--- src/rtl/updown_counter_param.sv ---
`default_nettype none
// ============================================================================
// Module      : updown_counter_param
// Description : Parametrised up/down counter with wrap or saturate behaviour,
//               synchronous clamped load and a registered terminal-count pulse.
// Revision    : 1.0 - initial release
// ============================================================================
module updown_counter_param #(
    parameter int WIDTH    = 8,
    parameter int MAX_VAL  = 255,
    parameter int SAT_MODE = 0
) (
    input  logic             clk,
    input  logic             rst,
    input  logic             enable,
    input  logic             direction,
    input  logic             load,
    input  logic [WIDTH-1:0] load_val,
    output logic [WIDTH-1:0] counter_out,
    output logic             tc,
    output logic             at_max,
    output logic             at_min
);

    localparam logic [WIDTH-1:0] c_max  = WIDTH'(MAX_VAL);
    localparam logic [WIDTH-1:0] c_zero = '0;
    localparam bit               c_sat  = (SAT_MODE != 0);

    logic [WIDTH-1:0] r_count;
    logic             r_tc;
    logic [WIDTH-1:0] w_next_count;
    logic             w_next_tc;
    logic             w_at_max;
    logic             w_at_min;

    assign w_at_max = (r_count == c_max);
    assign w_at_min = (r_count == c_zero);

    always_comb begin
        w_next_count = r_count;
        w_next_tc    = 1'b0;
        if (load) begin
            // Out-of-range load values are clamped so the count stays legal.
            w_next_count = (load_val > c_max) ? c_max : load_val;
        end else if (enable) begin
            if (direction) begin
                if (w_at_max) begin
                    w_next_count = c_sat ? c_max : c_zero;
                    w_next_tc    = 1'b1;
                end else begin
                    w_next_count = r_count + 1'b1;
                end
            end else begin
                if (w_at_min) begin
                    w_next_count = c_sat ? c_zero : c_max;
                    w_next_tc    = 1'b1;
                end else begin
                    w_next_count = r_count - 1'b1;
                end
            end
        end
    end

    always_ff @(posedge clk or posedge rst) begin
        if (rst) begin
            r_count <= '0;
            r_tc    <= 1'b0;
        end else begin
            r_count <= w_next_count;
            r_tc    <= w_next_tc;
        end
    end

    assign counter_out = r_count;
    assign tc          = r_tc;
    assign at_max      = w_at_max;
    assign at_min      = w_at_min;

endmodule
`default_nettype wire

--- config.mk ---
export PLATFORM = sky130hd
export DESIGN_NAME = updown_counter_param
export DESIGN_NICKNAME = d
export VERILOG_FILES = /design/src/rtl/updown_counter_param.sv
export SDC_FILE = /design/constraint.sdc
export NUM_CORES = 1
export LEC_CHECK = 0
export BUFFER_PORTS_ARGS = -buffer_cell sky130_fd_sc_hd__buf_2
export CAP_MARGIN = 20
export CORE_AREA = 5 5 54 56
export DETAILED_ROUTE_END_ITERATION = 12
export DIE_AREA = 0 0 59 61
export SLEW_MARGIN = 20
export SYNTH_ARGS = -nofsm -noshare
export SYNTH_HDL_FRONTEND = slang
export SYNTH_SLANG_ARGS = --single-unit
--- constraint.sdc ---
create_clock -name clk -period 2.05 [get_ports clk]
set_clock_uncertainty 0.15 [all_clocks]
set_input_delay 0.1025 -clock clk [delete_from_list [all_inputs] [get_ports clk]]
set_output_delay 0.1025 -clock clk [all_outputs]
set_load 0.05 [all_outputs]
== Yosys cells after proc, flatten, opt, wreduce, memory -nomap -nowiden ==
Cells that the tools add are included.
Cells by class
  equality and inequality tests: 1
  order comparisons: 1
  reduce and logical (&&, ||, !) cells: 2
  mux-type cells: 11
  add/subtract/negate cells: 2
Operator list (count)
  $mux 8: 6
  $add 8x1->8 const B: 1
  $eq 8x8->1 const B: 1
  $gt 8x8->1 const B: 1
  $logic_not 8->1: 1
  $sub 8x1->8 const B: 1
  $mux 1: 5
  $reduce_bool 2->1: 1
Storage, ports and cells
  word-level logic and storage cells: 19
  output and inout port bits: 11
  register bits after elaboration: 9

== Depth between registers and ports, before layout ==
  word-level depth: 5
  depth in mapped cells: 7
  gate-level depth less buffers: 6

== Worst setup path after synthesis ==
OpenSTA, ideal clock, no wires.
  kind: reg-to-reg
  from: register r_count[0] (netlist: counter_out[0])
  to: register r_count[3] (netlist: counter_out[3])
  arrival: 2.544 ns
  buffers on the path: 1
  path slack: -0.726 ns
  period minus slack after synthesis: 2.776 ns
  cell stages (with the launch flop): 8
  cells stage by stage: dfrtp_1 clkbuf_2 inv_1 ha_1 or3b_2 nor2_1 o21bai_1 a31oi_1
On the way
  cells in the longest elaborated chain, start to end: 5
  elaborated cells on any way between the ends: 9
  those cells by class: add/sub: 2; eq/ne: 1; mux: 5; reduce/logical: 1
Ends and longest elaborated chain
  start, declared: line 29  | logic [WIDTH-1:0] r_count;
  start signal, assigned: line 69  | r_count <= w_next_count;
  $logic_not 8->1: line 37  | assign w_at_min = (r_count == c_zero);
  named net at_min: line 22  | output logic at_min
  $mux 8: line 54  | if (w_at_min) begin
  $mux 8: line 46  | if (direction) begin
  $mux 8: line 45  | end else if (enable) begin
  $mux 8: line 42  | if (load) begin
The timed path passes the listed nets, and every way through them passes these cells. The select of a mux whose other input is x is not followed.
A chain may end at the register's enable or synchronous reset.

== Final worst setup path ==
  from: register r_count[0] (netlist: counter_out[0])
  to: output port at_min
On the way
  cells in the longest elaborated chain, start to end: 1
Ends and longest elaborated chain (line)
  $logic_not 8->1: 37
  end, declared: 22
Every way passes these cells.

==> key figures <==
Outcome
  – Run status: completed

Timing
  – Worst-Margin Slew: approximately 390 ps
  – Final min period: 1970 ps
  – Period utilization: 0.961
  – Slew Limit Fails: 0
  – Worst Slack Setup Final: 80.9 ps
  – Max Clk Rate: slightly above 500 MHz
  – Final hold vios: 0
  – Slew margin rel.: 0.742
  – Final setup fails: 0

Setup path
  – Worst Setup Start Kind: flop
  – Critical path cell sequence: inv_1 -> ha_1 -> or3b_4 -> nor2_4 -> buf_8
  – CP max stage delay: ~450 ps
  – CP arrival: 1720 ps
  – Crit path capture type: output port
  – WS Path Type: flop to output port
  – Data required time of the worst path: 1800 ps
  – R2R setup slack: about 120 ps
  – Worst path slowest cell: dfrtp_2
  – FF-to-FF End: counter_out[5]
  – Worst flop-to-flop path startpoint: counter_out[0]
  – Crit path max fanout: 7
  – Worst r2r path cells: 6
  – Crit. Startpoint: counter_out[0]

Cells and area
  – Reg area: 230 µm²
  – Final #Nets: 167
  – Layout Area Growth over Synthesis: 31.5%
  – Fill cell count: roughly 260
  – Layout cell share with drive strength beyond 1: 0.307
  – Area used by multi-input combinational logic: 597 µm²
  – N_diodes: 0

Hold path
  – Worst Hold End: counter_out[0]
  – Hold Path Stages: 3
  – Hold path startpoint: load
  – Worst Hold Class: primary input to flop

Power
  – PwrDens: 616 nW/µm²
  – Peak supply drop: about 0.00033 V
  – Lkg Pwr: 0.525 nW
  – Total power: 729 µW

Floorplan
  – Die Ht: ~60 µm
  – Initial core utilization: 0.377
  – I/O pin count: 24
  – Die area: about 3600 µm²
  – Num rows: 18
  – Die W: 59 µm
  – Core ar.: 2390 µm²

Synth
  – Area leader, netlist: dfrtp_1
  – Synth top area share: 0.250
  – Number of library cell types mapped by synthesis: 42
  – Synth top area cells: dfrtp_1, a21oi_1, nor2_1
  – Sequential area share after synthesis: 0.250
  – EDFF count, synth: 0
  – Post-synthesis cell count: 116
  – Synthesized area: 901 µm²
  – Syn nets: approximately 130
  – Most frequent cell after synthesis: nor2_1
  – Seq cells post-synth: 9
  – Mapped Avg Cell Area: 7.77 µm²
  – Commonest cells in the netlist: nor2_1, nand2_1, a21oi_1, dfrtp_1
  – Synth Flop Type: dfrtp_1
  – Asr flop ratio synth: 1.00
  – Yosys warns: 0

Routing
  – Pre-antenna DRT Iters: 4
  – WL per Instance: 14.2 µm
  – Post-DRT Antenna Nets: 0
  – Post-Route WL: between 2 and 3 mm
  – Via Count: roughly 1000
  – Post-DR vias/cell: 5.68
  – Starting DRC count in detailed routing: 32
  – # DRC: 0

Job
  – Max cap viols: 0

GRT
  – Met2 GRT Util: 0.235
  – Routing usage on met3: 0.0383
  – Met1 Track Usage GR: 0.212
  – Gr busiest metal: met2
  – Initial antenna violation count: 0
  – First-pass GRT wire length: 4.11 mm
  – Vias in the first global route: 874
  – Remaining Overflow, GRT: 0
  – Largest net degree at the start of global routing: 21
  – Overall Global Routing Usage: 0.154

Clocking
  – Clock root buffer: clkbuf_4
  – Worst skew pair latency: 270 ps
  – Clock Path Buffers: 2
  – Clock-pin slew on the worst setup and hold paths: 70 ps
  – CTS tree: done
  – H-tree depth: 1
  – Clock sinks: 9
  – CTS buffer count: 3

Placement
  – Port bufs: 23
  – Gpl congestion: 0.818
  – Place WS: 106 ps
  – DP HPWL: about 1.9 mm
==> metal layers <==
metal	part of all wire	vias up
met5	0	-
met4	0.012	0
met3	0.073	5
met2	0.49	41
met1	0.43	478
li1	-	498
==> report_power, final <==
group,switching [mW],leakage [nW],total (mW),internal [mW]
Combinational,0.220,0.405,0.359,0.139
Clock,0.0714,0.0150,0.147,0.0755
Sequential,0.0247,0.105,0.224,0.199
==> repair_timing <==
action                                 CTS  global route
resized for setup                        2             2
hold buffers                             9             0
buffers inserted                         0             4
endpoints found under the hold margin   17             0
gates cloned                             0             0
setup endpoints to repair                1             2
==> layout make-up <==
| type | instances | share of cell area |
|---|---|---|
| repair buffers | 40 | 0.232 |
| multi-input cells | 92 | 0.504 |
| inverters | 5 | 0.0158 |
| flip-flops and latches | 9 | 0.194 |
| well taps | 30 | 0.0317 |
| clock buffers | 4 | 0.0222 |
==> per-stage QoR <==
stage | hold slack, ps | cell area [µm²] | TNS (ps) | utilization | std cells
finish | 85.9 | 1180 | 0 | 0.496 | 180
global route | 129 | 1180 | -22.5 | 0.496 | 180
CTS | 82.2 | 1150 | 0 | 0.481 | 176
global placement | -52.3 | 1030 | 0 | 0.430 | 163
floorplan | -220 | 940 | -251 | - | 116
detailed placement | -42.1 | 1030 | 0 | 0.430 | 163
==> worst max-delay path: cells and delay by family (launching register included) <==
family,cells,cell delay (ps)
buf+inv,2,270
fa+ha+maj,1,180
flops,1,450
simple gates,2,550
==> cell usage in the layout, fill, tap and decap left out, types with 2 or more instances in the layout <==
master	count
o21ai_0	4
inv_1	5
nor3_1	5
xnor2_1	2
nor3b_1	3
nand3_1	3
clkbuf_4	3
a21oi_1	9
dfrtp_1	5
nand2b_1	2
a221oi_1	2
or4_1	2
dfrtp_2	4
o31ai_1	4
nor2_1	10
o221ai_1	2
and3_1	2
a21o_1	2
nand2_1	10
a211o_1	2
xor2_1	2
ha_1	3
a31oi_1	3
o21a_1	2
dlygate4sd3_1	9
buf_2	22
buf_4	8
o21bai_1	2
==> flip-flops by register name, indices dropped and copies added (netlist names) <==
| signal | cells |
|---|---|
| counter_out | 8 |
| tc | 1 |
==> cell families after synthesis <==
group                      share of synthesized area
and+or+nand+nor                                0.272
AOI/OAI and AO/OA                              0.281
buffers and inverters                          0.106
DFF                                            0.250
xor gates and xnor gates                      0.0389
adders and majority gates                     0.0417
muxes                                         0.0111
==> worst max path at each step <==
stage,end,slack [ps],depth (start not counted)
after floorplan,counter_out[7],-120,6
after global placement,counter_out[5],160,6
after detailed placement,counter_out[5],110,6
after CTS,at_min,2,5
after global routing,at_min,-20,5
final,at_min,80,5
No activity file was read; power rests on OpenSTA's default activity.
